--- config.mk ---
export PLATFORM = sky130hd
export DESIGN_NAME = dice_roll_ctrl
export DESIGN_NICKNAME = d
export VERILOG_FILES = /design/src/rtl/dice_pkg.sv /design/src/rtl/dice_lfsr.sv /design/src/rtl/dice_roll_ctrl.sv
export SDC_FILE = /design/constraint.sdc
export NUM_CORES = 1
export LEC_CHECK = 0
export BUFFER_PORTS_ARGS = -buffer_cell sky130_fd_sc_hd__buf_2
export CORE_MARGIN = 1.5
export CORE_UTILIZATION = 60
export DETAILED_ROUTE_END_ITERATION = 16
export HOLD_SLACK_MARGIN = 0.02
export PLACE_DENSITY = 0.83
export SYNTH_ARGS = -nofsm -noshare
export SYNTH_HDL_FRONTEND = slang
export SYNTH_SLANG_ARGS = --single-unit
--- constraint.sdc ---
create_clock -name clk -period 6.5 [get_ports clk]
set_input_delay 1.3 -clock clk [delete_from_list [all_inputs] [get_ports clk]]
set_output_delay 1.3 -clock clk [all_outputs]
set_load 0.01 [all_outputs]
--- src/rtl/dice_pkg.sv ---
// Shared types and constants for the dice roll sequencer: FSM states,
// die index encoding, sides table, blank digit code and LFSR taps.
package dice_pkg;

   typedef enum logic [2:0] {
      ST_IDLE   = 3'd0,
      ST_ROLL   = 3'd1,
      ST_REDUCE = 3'd2,
      ST_BCD    = 3'd3,
      ST_SHOW   = 3'd4
   } state_e;

   localparam logic [2:0] DIE_D4   = 3'd0;
   localparam logic [2:0] DIE_D6   = 3'd1;
   localparam logic [2:0] DIE_D8   = 3'd2;
   localparam logic [2:0] DIE_D10  = 3'd3;
   localparam logic [2:0] DIE_D12  = 3'd4;
   localparam logic [2:0] DIE_D20  = 3'd5;
   localparam logic [2:0] DIE_D100 = 3'd6;

   localparam logic [3:0]  BLANK     = 4'd15;
   localparam logic [15:0] LFSR_TAPS = 16'hB400;

   // Sides per die index; entry 0 is d4.
   localparam logic [6:0][6:0] SIDES = {7'd100, 7'd20, 7'd12, 7'd10, 7'd8, 7'd6, 7'd4};

   // Number of sides for a die index; the illegal index 7 maps to 0.
   function automatic logic [6:0] sides_of(input logic [2:0] idx);
      case (idx)
         DIE_D4:   sides_of = SIDES[0];
         DIE_D6:   sides_of = SIDES[1];
         DIE_D8:   sides_of = SIDES[2];
         DIE_D10:  sides_of = SIDES[3];
         DIE_D12:  sides_of = SIDES[4];
         DIE_D20:  sides_of = SIDES[5];
         DIE_D100: sides_of = SIDES[6];
         default:  sides_of = 7'd0;
      endcase
   endfunction

   // Lowest-numbered pressed button wins when several are held.
   function automatic logic [2:0] lowest_btn(input logic [6:0] b);
      lowest_btn = 3'd0;
      for (int i = 6; i >= 0; i--)
         if (b[i]) lowest_btn = 3'(i);
   endfunction

endpackage

--- src/rtl/dice_lfsr.sv ---
// 16-bit Galois LFSR random source. Advances every cycle; while load_i is
// high it reloads seed_i each cycle and so holds that value.
module dice_lfsr
   import dice_pkg::*;
#(
   parameter logic [15:0] SEED = 16'hACE1
) (
   input  logic        clk,
   input  logic        rst_n,
   input  logic        load_i,
   input  logic [15:0] seed_i,
   output logic [15:0] q_o
);

   logic [15:0] lfsr_q, lfsr_d;

   // next state: right shift, fold taps in when the bit shifted out is 1
   always_comb begin
      lfsr_d = {1'b0, lfsr_q[15:1]} ^ (lfsr_q[0] ? LFSR_TAPS : 16'h0000);
      if (load_i) lfsr_d = seed_i;
   end

   // state register
   always_ff @(posedge clk or negedge rst_n) begin
      if (!rst_n) lfsr_q <= SEED;
      else        lfsr_q <= lfsr_d;
   end

   assign q_o = lfsr_q;

endmodule

--- src/rtl/dice_roll_ctrl.sv ---
// Roll sequencer: arbitrates die buttons against I2C roll commands, samples
// the LFSR, reduces by repeated subtraction and converts to two BCD digits.
// Build option DICE_I2C_EN enables the I2C request path; without it the I2C
// inputs are ignored and i2c_ack stays low.
module dice_roll_ctrl
   import dice_pkg::*;
#(
   parameter logic [15:0] SEED = 16'hACE1
) (
   input  logic        clk,
   input  logic        rst_n,
   input  logic [6:0]  btn,
   input  logic        i2c_roll,
   input  logic [2:0]  i2c_sides,
   output logic        i2c_ack,
   input  logic        seed_we,
   input  logic [15:0] seed,
   output logic [3:0]  digit1,
   output logic [3:0]  digit10,
   output logic        result_valid,
   output logic        busy
);

   state_e      state_q, state_d;
   logic [2:0]  sel_q, sel_d;       // die being rolled
   logic [6:0]  r_q, r_d;           // sample being reduced
   logic [6:0]  v_q, v_d;           // result 1..100 being split into digits
   logic [3:0]  tens_q, tens_d;
   logic [3:0]  dig1_q, dig1_d, dig10_q, dig10_d;
   logic        ack_q, ack_d;
   logic        pend_q;
   logic [2:0]  pend_sides_q;
   logic        accept;
   logic [15:0] lfsr;
   logic [6:0]  n_sel;

   dice_lfsr #(.SEED(SEED)) u_lfsr (
      .clk    (clk),
      .rst_n  (rst_n),
      .load_i (seed_we),
      .seed_i (seed),
      .q_o    (lfsr)
   );

   assign n_sel = sides_of(sel_q);

   // FSM, arbitration, reducer and BCD split
   always_comb begin
      state_d = state_q;
      sel_d   = sel_q;
      r_d     = r_q;
      v_d     = v_q;
      tens_d  = tens_q;
      dig1_d  = dig1_q;
      dig10_d = dig10_q;
      ack_d   = 1'b0;
      accept  = 1'b0;
      case (state_q)
         ST_IDLE, ST_SHOW: begin
            if (|btn) begin
               // buttons beat a pending I2C request, which stays pending
               sel_d   = lowest_btn(btn);
               state_d = ST_ROLL;
               dig1_d  = BLANK;
               dig10_d = BLANK;
            end else if (pend_q) begin
               accept = 1'b1;
               ack_d  = 1'b1;
               // index 7 is acknowledged but dropped: nothing else changes
               if (pend_sides_q != 3'd7) begin
                  sel_d   = pend_sides_q;
                  r_d     = lfsr[6:0];
                  state_d = ST_REDUCE;
                  dig1_d  = BLANK;
                  dig10_d = BLANK;
               end
            end
         end
         ST_ROLL: begin
            // only the latched button ends the roll
            if (!btn[sel_q]) begin
               r_d     = lfsr[6:0];
               state_d = ST_REDUCE;
            end
         end
         ST_REDUCE: begin
            if (r_q >= n_sel) begin
               r_d = r_q - n_sel;
            end else begin
               v_d     = r_q + 7'd1;
               tens_d  = 4'd0;
               state_d = ST_BCD;
            end
         end
         ST_BCD: begin
            if (v_q >= 7'd10) begin
               v_d    = v_q - 7'd10;
               tens_d = tens_q + 4'd1;
            end else begin
               // a roll of 100 shows as 00
               dig1_d  = v_q[3:0];
               dig10_d = (tens_q == 4'd10) ? 4'd0 : tens_q;
               state_d = ST_SHOW;
            end
         end
         default: state_d = ST_IDLE;
      endcase
   end

   // sequencer registers
   always_ff @(posedge clk or negedge rst_n) begin
      if (!rst_n) begin
         state_q <= ST_IDLE;
         sel_q   <= 3'd0;
         r_q     <= 7'd0;
         v_q     <= 7'd0;
         tens_q  <= 4'd0;
         dig1_q  <= BLANK;
         dig10_q <= BLANK;
         ack_q   <= 1'b0;
      end else begin
         state_q <= state_d;
         sel_q   <= sel_d;
         r_q     <= r_d;
         v_q     <= v_d;
         tens_q  <= tens_d;
         dig1_q  <= dig1_d;
         dig10_q <= dig10_d;
         ack_q   <= ack_d;
      end
   end

`ifdef DICE_I2C_EN
   // one-deep pending request; a new command overwrites the die index
   always_ff @(posedge clk or negedge rst_n) begin
      if (!rst_n) begin
         pend_q       <= 1'b0;
         pend_sides_q <= 3'd0;
      end else if (i2c_roll) begin
         pend_q       <= 1'b1;
         pend_sides_q <= i2c_sides;
      end else if (accept) begin
         pend_q       <= 1'b0;
      end
   end
`else
   // no I2C source: nothing is ever pending, so ack_q never sets
   assign pend_q       = 1'b0;
   assign pend_sides_q = 3'd0;
   logic unused_i2c;
   assign unused_i2c = ^{i2c_roll, i2c_sides, accept};
`endif

   assign i2c_ack      = ack_q;
   assign digit1       = dig1_q;
   assign digit10      = dig10_q;
   assign result_valid = (state_q == ST_SHOW);
   assign busy         = (state_q == ST_ROLL) || (state_q == ST_REDUCE) || (state_q == ST_BCD);

endmodule

**Word-level counts from Yosys, hierarchy flattened**

Index checks and enable logic that the tools add are counted.

- Bitwise gates (word level): 1
- Add/subtract/negate cells: 4
- Reductions and logical operators: 14
- $lt $le $gt $ge: 3
- Mux-type cells: 32
- Eq/ne operators: 17

Operator list:

| cell | count |
|---|---|
| 7-bit one-hot mux with 7 select lines | 1 |
| 3-bit two-way mux | 11 |
| 16-bit two-way mux | 2 |
| 7-bit two-way mux | 4 |
| 7-bit one-hot mux with 2 select lines | 2 |
| 4-bit two-way mux | 6 |
| 4-bit one-hot mux with 2 select lines | 3 |
| 15-bit by 16-bit bitwise XOR with 16-bit output | 1 |
| 3-bit by 2-bit == test with 1-bit output (second input constant) | 4 |
| 3-bit == test (second input constant) | 4 |
| 2-bit inequality test (second input constant) | 6 |
| 3-bit one-hot mux with 4 select lines | 1 |
| 3-bit AND reduction | 3 |
| 7-bit by 1-bit adder with 7-bit output (second input constant) | 1 |
| 7-bit by 4-bit greater-or-equal comparator with 1-bit output (second input constant) | 1 |
| 7-bit greater-or-equal comparator | 1 |
| 7-bit OR reduction | 1 |
| 7-bit by 4-bit subtractor with 7-bit output (second input constant) | 1 |
| 7-bit subtractor | 1 |
| 3-bit by 1-bit == test with 1-bit output (second input constant) | 2 |
| 3-bit logical NOT | 2 |
| 2-bit nonzero test | 3 |
| 4-bit by 1-bit adder with 4-bit output (second input constant) | 1 |
| 4-bit == test (second input constant) | 1 |
| 7 further kinds | 8 |

- Output and inout port bits: 11
- Input port bits: 30
- Flip-flop bits (word level): 48
- Logic and storage cells: 79

**Logic depth before layout (Yosys ltp)**

Gate-level depths: netlist of the first run.

- Depth after elaboration: 7
- Mapped depth: 11
- Gate-level depth less buffers: 9

**Cells and area by module**

From an unflattened synthesis of the first run, not the netlist that was laid out.

- Cells, all modules: 264
- Area total of the unflattened synthesis: 2768.9 um^2

By module, submodules not included:

| module | instances | cells each | area each (um^2) | seq. area each (um^2) |
|---|---|---|---|---|
| dice_roll_ctrl | 1 | 224 | 2118.3 | 810.8 |
| dice_lfsr | 1 | 40 | 650.6 | 410.4 |

**Worst setup path after synthesis of the first run**

Ideal clock, no wire load.

- Kind: input port to flip-flop
- Start point: input port btn[0]
- End point: register dig1_q[0], in the netlist digit1[0]
- Arrival: 2.660 ns
- Path slack: 3.758 ns
- Setup time: 0.082 ns
- Path buffers: 1
- Stages: 5
- Required time: 6.418 ns
- Path through: or4_4 o21ai_4 a21boi_2 buf_6 mux2_2

- Word-level cells in the longest chain between the ends: 3

RTL lines:

| what | line | source |
|---|---|---|
| from (decl) | dice_roll_ctrl.sv:12 | `input logic [6:0] btn,` |
| 7-bit OR reduction | dice_roll_ctrl.sv:60 | `if (\|btn) begin` |
| 2-bit inequality test (no line) | -- |  |
| 3-bit AND reduction (no line) | -- |  |
| to (signal assigned) | dice_roll_ctrl.sv:127 | `dig1_q <= dig1_d;` |
| to (decl) | dice_roll_ctrl.sv:29 | `logic [3:0] dig1_q, dig1_d, dig10_q, dig10_d;` |

Every way passes these cells.
A chain may end at the register's enable or synchronous reset.

**Worst setup path after layout of the first run**

- Start point: register state_q[0]
- End point: output port busy

- Word-level cells in the longest chain between the ends: 3
- Elaborated cells between the ends (all ways): 5
- Classes of those cells: eq/ne: 3; reduce/logical: 2

RTL lines:

| what | line | source |
|---|---|---|
| from (decl) | dice_roll_ctrl.sv:24 | `state_e state_q, state_d;` |
| from (signal assigned) | dice_roll_ctrl.sv:122 | `state_q <= state_d;` |
| 3-bit by 1-bit == test with 1-bit output or 3-bit by 2-bit == test with 1-bit output (tied branches) | dice_roll_ctrl.sv:158 | `assign busy = (state_q == ST_ROLL) \|\| (state_q == ST_REDUCE) \|\| (state_q == ST_BCD);` |
| 1-bit logical OR | dice_roll_ctrl.sv:158 |  |
| 1-bit logical OR (*) | dice_roll_ctrl.sv:158 |  |
| to (decl) | dice_roll_ctrl.sv:21 | `output logic busy` |

Mark *: on every way between the ends. The rest lies on a longest branch, timed or not.

==> flow_summary.ini, run 1 <==
[status]
status = finished clean

[floorplan]
initial_core_util_pct = 62.8
die_height_um = 71.0
row_count = 24
die_area_sq_um = 5040
coreArea_sq_um = 4410
io_pins = 41
die_width_um = 71.0

[detailed_routing]
routed-wl-met2_um = 2750
route.detailed.drc = 0
drt_iter0_drc = 178
ant_nets = 0
wl_um = 5340
vias = 2051
wl_met3_um = 180
firstDrtPassIters = 4
via_per_inst = 5.93
top_layer = met4
wl_met1_um = 2340
post_drt_wl_per_cell_um = 15.4

[worst_setup_path]
cp_max_fo = 10
cpPeakStageDelay_ps = 480
end_kind = output port
cpMaxStageDelayCell = dfrtp_1
critPathArrivalTime_ps = 1590
r2r-end = tens_q[0]
criticalPathCategory = register to output port
crit_chain = nor2_1 > or2_2 > inv_1 > buf_2
cp-start-kind = register
cp.required_ps = 5200
critical_path.startpoint = state_q[0]
rrSetupSlack_ps = 3640
rr_worst_depth = 8
regToRegStartpoint = sel_q[0]

[placement]
port_buffers = 35
dp_hpwl_um = 3750
gp_congestion = 0.860
pre_cts_slack_ps = 3310

[sta]
hold_slack_ps = 470
slew_viol_final = 0
relSlewSlack_pct = 28.6
skew_ps = 8.79
setup_tns_ps = 0
rsz0062_at_grt = false
fmax_mhz = 346
setup_viol = 0
tightest_slew_ps = 1070
finalHoldViolCount = 0
period_needed_ps = 2890
fin_ws_ps = 3610
finalCritPeriodShare_pct = 44.5

[yosys]
syn_inst = 264
ys_top_cells_by_area = dfrtp_1 (29%), dfstp_2 (15%), mux2_2 (9.3%), ha_1 (4.5%), mux2i_1 (3.2%)
ys.warnings.count = 0
ys.flop_type = dfrtp_1
synth_edf_count = 0
postSynthAreaPerCell_sq_um = 10.5
syn-num-nets = 305
yosysTopAreaCellShare_pct = 28.9
async_flop_share_pct = 100
ys_types = 58
yosysTopAreaCell = dfrtp_1
synth.cell_area_sq_um = 2770
synth-seq-cells = 48
synth_seq_area_share_pct = 44.0

[global_route]
grtUsageTotal_pct = 23.2
grt_overflow_total = 0
grt_pass1_wl_um = 9240
grt_pass1_vias = 2095
grt_start_max_net_pins = 49
antenna_found_initial = 0

[clock_tree]
post_cts_buffers = 0
cts_tree = done
cts_buffers = 5
cts_sinks = 48
cts_root_buffer = clkbuf_8
clkTransAtPathRegs_ps = 100
cts_resized = 0
hold_buffers = 0
clk_latency_ps = 320
htreeDepth = 2
clock_path_buffers = 2

[min_path]
hold_path.class = register to register
min_from = digit10[3]
holdPathStages = 2
holdPathEnd = digit10[3]

[cells_and_area]
ff_latch_area_sq_um = 1220
multi_input_area_sq_um = 1420
drive_gt1_share_pct = 31.3
areaGrowthSynthToFinish_pct = 9.29
nFillCells = 346
finalNetCount = 334
n_antenna_cell = 0

[power]
p_leak_uw = 0.00136
irDropWorstVdd_mv = 0.320
power_density_nw_per_um2 = 513

[run]
max_cap_viol_count = 0
[worst max path at each step]
stage / endpoint / slack, ps / depth (start not counted)
after floorplan: digit1[0] / 3760 / 5
after global placement: digit1[2] / 3330 / 5
after detailed placement: digit1[0] / 3310 / 5
after CTS: busy / 3600 / 4
after global routing: tens_q[0] / 3470 / 8
final: busy / 3610 / 4
[cell usage after synthesis (2+ instances only)]
| library cell | instances |
|---|---|
| nor2_1 | 15 |
| o21ai_1 | 2 |
| dfrtp_1 | 32 |
| a211o_1 | 2 |
| xnor2_1 | 6 |
| nor2b_1 | 4 |
| a21oi_1 | 14 |
| nand3b_1 | 6 |
| or3_1 | 2 |
| clkbuf_1 | 5 |
| a31o_2 | 2 |
| o21a_1 | 2 |
| nor3b_1 | 3 |
| o21ai_0 | 10 |
| o31ai_1 | 3 |
| o2bb2ai_1 | 2 |
| and2_1 | 2 |
| nand3_1 | 8 |
| buf_2 | 4 |
| mux2_2 | 23 |
| mux2i_1 | 9 |
| buf_4 | 2 |
| and3_1 | 2 |
| o211ai_1 | 2 |
| a22o_1 | 5 |
| inv_1 | 16 |
| dfstp_2 | 16 |
| o22ai_1 | 5 |
| a211oi_1 | 2 |
| nand2b_1 | 2 |
| nand2_1 | 16 |
| a22oi_1 | 2 |
| ha_1 | 10 |
| xor2_1 | 4 |
[stage by stage]
stage / area, sq um / cells / utilization [%] / power (uW)
4_1_cts: 3030 / 346 / 68.7 / 1560
5_1_grt: 3030 / 346 / 68.7 / 1690
3_3_place_gp: 2940 / 338 / 66.7 / 1340
6_report: 3030 / 346 / 68.7 / 1560
3_5_place_dp: 2940 / 338 / 66.7 / 1370
2_1_floorplan: 2770 / 264 / - / 1210
[worst max-delay path, delay by kind of cell, from the launching register on]
kind                   cells  cell delay (ps)
buffers and inverters      2              160
AND/OR/NAND/NOR            2              630
flip-flops                 1              480
[cell type report]
type	instances	area share (%)
clock buffers	5	2.27
flip-flops and latches	48	40.3
clock inverters	3	0.619
inverters	16	1.98
multi-input cells	187	46.9
repair buffers	35	5.78
well taps	52	2.15
[report_power, final]
group	switching, uW	internal [uW]	leakage, uW
clock	107	75.2	0.0000479
combinational	454	389	0.000761
sequential	110	421	0.000555
[state kept, by name, indices dropped and copies added, names as in the netlist]
register and flops:
r_q 7, sel_q 3, tens_q 4, digit10 4
v_q 7, digit1 4, u_lfsr.q_o 16, state_q 3
[routing by layer]
layer  global-route usage (%)  vias up
li1                         -     1006
met4                     7.55        0
met2                     41.3       38
met1                     28.3     1000
met3                     4.27        7
met5                        0        -
[layout by cell type, fill, tap and decap left out, types with 5 or more instances in the layout]
cell type  count
nor2_1        15
clkbuf_8       5
xnor2_1        6
a21oi_1       14
mux2i_1        9
a22o_1         5
nand3b_1       6
ha_1          10
dfrtp_1       32
dfstp_2       16
mux2_2        23
nand3_1        8
buf_2         35
o22ai_1        5
o21ai_0       10
inv_1         16
nand2_1       16
[cell families (layout without fill, tap and decap cells)]
| kind of cell | count (synthesis) | count (layout) | share of synthesized area, % |
|---|---|---|---|
| other | 1 | 1 | 0.135 |
| xor gates and xnor gates | 10 | 10 | 3.16 |
| adders and majority gates | 11 | 11 | 5.23 |
| AOI/OAI and AO/OA | 62 | 62 | 15.8 |
| muxes | 33 | 33 | 13.4 |
| and+or+nand+nor | 70 | 70 | 13.5 |
| buffers and inverters | 29 | 59 | 4.69 |
| DFF | 48 | 48 | 44.0 |
Note: power is estimated with default switching activity, not from simulation.
==> run 2: changes to the inputs <==
--- a/config.mk
+++ b/config.mk
@@ -5,12 +5,13 @@
 export SDC_FILE = /design/constraint.sdc
 export NUM_CORES = 1
 export LEC_CHECK = 0
+export ABC_AREA = 1
 export BUFFER_PORTS_ARGS = -buffer_cell sky130_fd_sc_hd__buf_2
 export CORE_MARGIN = 1.5
-export CORE_UTILIZATION = 60
+export CORE_UTILIZATION = 52
 export DETAILED_ROUTE_END_ITERATION = 16
 export HOLD_SLACK_MARGIN = 0.02
-export PLACE_DENSITY = 0.83
+export PLACE_DENSITY = 0.76
 export SYNTH_ARGS = -nofsm -noshare
 export SYNTH_HDL_FRONTEND = slang
 export SYNTH_SLANG_ARGS = --single-unit
==> constraint.sdc (replaced) <==
create_clock -name clk -period 2.6 [get_ports clk]
set_input_delay 0.52 -clock clk [delete_from_list [all_inputs] [get_ports clk]]
set_output_delay 0.52 -clock clk [all_outputs]
set_load 0.01 [all_outputs]
==> run 2 against run 1 <==
Clock skew down 1.1 ps. Die area increased by 22%. Clock-buffer cell count grew 2. Total power increased to 2.7 times the previous value. Worst hold slack worse by 250 ps. Non-clock buffer count grew 2. Sequential power up 140%. First-iteration DRC count fell by 6.7%. Core utilization is 8.2 points lower. Worst setup slack got worse by 3300 ps.
==> flow_summary.ini, run 2 <==
[sta]
skew_ps = 7.71
setup_tns_ps = 0
fmax_mhz = 432
setup_viol = 0
relSlewSlack_pct = 61.0
hold_slack_ps = 224
finalCritPeriodShare_pct = 89.0
slew_viol_final = 0
tightest_slew_ps = 584
rsz0062_at_grt = false
finalHoldViolCount = 0
period_needed_ps = 2310
fin_ws_ps = 286

[yosys]
synth-seq-cells = 48
yosysTopAreaCellShare_pct = 27.1
synth.cell_area_sq_um = 2960
ys.flop_type = dfrtp_1
ys.warnings.count = 0
async_flop_share_pct = 100
synth_edf_count = 0
syn_inst = 381
yosysTopAreaCell = dfrtp_1
yosys.cell_count.top_type = nand2_1
synth_seq_area_share_pct = 41.3
ys_types = 34
synth_commonest_cells = nand2_1 (116), inv_1 (41), nand3_1 (38)
ys_top_cells_by_area = dfrtp_1 (27%), nand2_1 (15%), dfstp_2 (14%), nand3_1 (6.4%), inv_1 (5.2%)
syn-num-nets = 422
postSynthAreaPerCell_sq_um = 7.77

[clock_tree]
cts_buffers = 5
cts_root_buffer = clkbuf_8
clkTransAtPathRegs_ps = 80
cts_sinks = 48
cts_tree = done
post_cts_buffers = 0
clk_latency_ps = 290
htreeDepth = 2
clock_path_buffers = 2

[cells_and_area]
final_common_cell = nand2_1
areaGrowthSynthToFinish_pct = 12.6
final_cell_mix = nand2_1 (115), inv_1 (41), nand3_1 (38), nor2_1 (35), buf_2 (35)
finalNetCount = 459
fin_area_sq_um = 3330
largest_reg_flops = 16
n_antenna_cell = 0
drive_gt1_share_pct = 21.7

[placement]
port_buffers = 35
dp_hpwl_um = 4430
dpl_cell_area_sq_um = 3200
gp_congestion = 0.891
pre_cts_slack_ps = 140

[power]
switching_share_pct = 47.0
irDropWorstVdd_mv = 0.585
sequentialPowerShare_pct = 30.7
power_density_nw_per_um2 = 1250
combinationalPowerShare_pct = 55.6
p_clk_share_pct = 13.7
p_leak_uw = 0.00175
internal-power_uw = 2210
switchingPower_uw = 1960

[detailed_routing]
drt_iter0_drc = 166
wl_um = 5780
ant_nets = 0
firstDrtPassIters = 4
vias = 2492
via_per_inst = 5.08
post_drt_wl_per_cell_um = 11.8
route.detailed.drc = 0

[worst_setup_path]
regToRegStartpoint = sel_q[0]
critPathArrivalTime_ps = 2540
cp-start-kind = register
end_kind = register
critical_path.startpoint = sel_q[0]
cp_max_fo = 12
cp.required_ps = 2830
criticalPathCategory = register to register

[status]
status = finished clean

[global_route]
grt_start_max_net_pins = 26
grt_pass1_vias = 2456
grt_pass1_wl_um = 10700
grtUsageTotal_pct = 21.7
antenna_found_initial = 0
grt_overflow_total = 0

[floorplan]
die_height_um = 78.4
die_area_sq_um = 6150
die_width_um = 78.4
initial_core_util_pct = 53.7
coreArea_sq_um = 5510
io_pins = 41
row_count = 27

[min_path]
hold_path.class = input pin to async pin

[run]
max_cap_viol_count = 0
==> run 2: power by group through the flow <==
stage	combinational (uW)	sequential, uW	clock [uW]
final	2320	1280	573
after global placement	2260	1290	0
after CTS	2320	1280	590
after detailed placement	2310	1290	0
after floorplan	1840	1270	0
after global routing	2720	1320	616
==> run 2: critical path: stages (launching register included) <==
cell and delay, ps:
dfrtp_1 430, inv_1 170, nor2_1 80, ha_1 210, fa_1 400, nand3b_1 170, nand2_1 110, nand2_1 80
nand2_1 110, nand2_2 190, nand2_4 190, nand2_1 60, nand2_1 60
==> run 2: path summary, 6_finish.rpt <==
path | depth (start not counted) | to | slack [ps]
setup / recovery | 12 | v_q[1] | 290
hold / removal | 1 | u_lfsr.q_o[2] | 220
setup reg to reg | 12 | v_q[1] | 290
hold reg to reg | 1 | u_lfsr.q_o[8] | 490
max in group asynchronous | 2 | digit1[2] | 1770
min in group clk | 3 | u_lfsr.q_o[12] | 430
==> run 2: through the flow <==
| step | power [uW] | utilization (%) | std cells |
|---|---|---|---|
| after floorplan | 3110 | - | 381 |
| after detailed placement | 3600 | 58.2 | 483 |
| after global routing | 4660 | 60.5 | 491 |
| final | 4180 | 60.5 | 491 |
| after global placement | 3540 | 58.2 | 483 |
| after CTS | 4190 | 60.5 | 491 |
==> run 2: logic make-up (layout without fill, tap and decap cells) <==
family,after synthesis,count (layout),synth area share [%]
compound gates,40,40,7.27
xor+xnor,8,8,2.37
fa+ha+maj,11,11,4.90
buf+inv,53,91,7.65
flops,48,48,41.3
mux,12,12,4.57
other cells,1,1,0.127
simple gates,208,208,31.8
==> run 2: cell type report <==
class | instances | area, sq um
inverters | 46 | 178
clock buffers | 7 | 96.3
repair buffers | 37 | 203
well taps | 72 | 90.1
fillers | 499 | 2170
clock inverters | 1 | 30.0
multi-input cells | 280 | 1510
flip-flops and latches | 48 | 1220
==> run 2: repair_timing <==
item                                    in CTS  in global routing
gates resized for setup                      0                  1
hold buffers                                 0                  0
endpoints found under the setup margin       0                 13
==> run 2: per-layer routing <==
layer	GRT usage [%]	share of wire (%)
met1	28.8	48
met2	37.0	48
met3	3.84	3.4
met4	5.18	0.68
met5	0	0
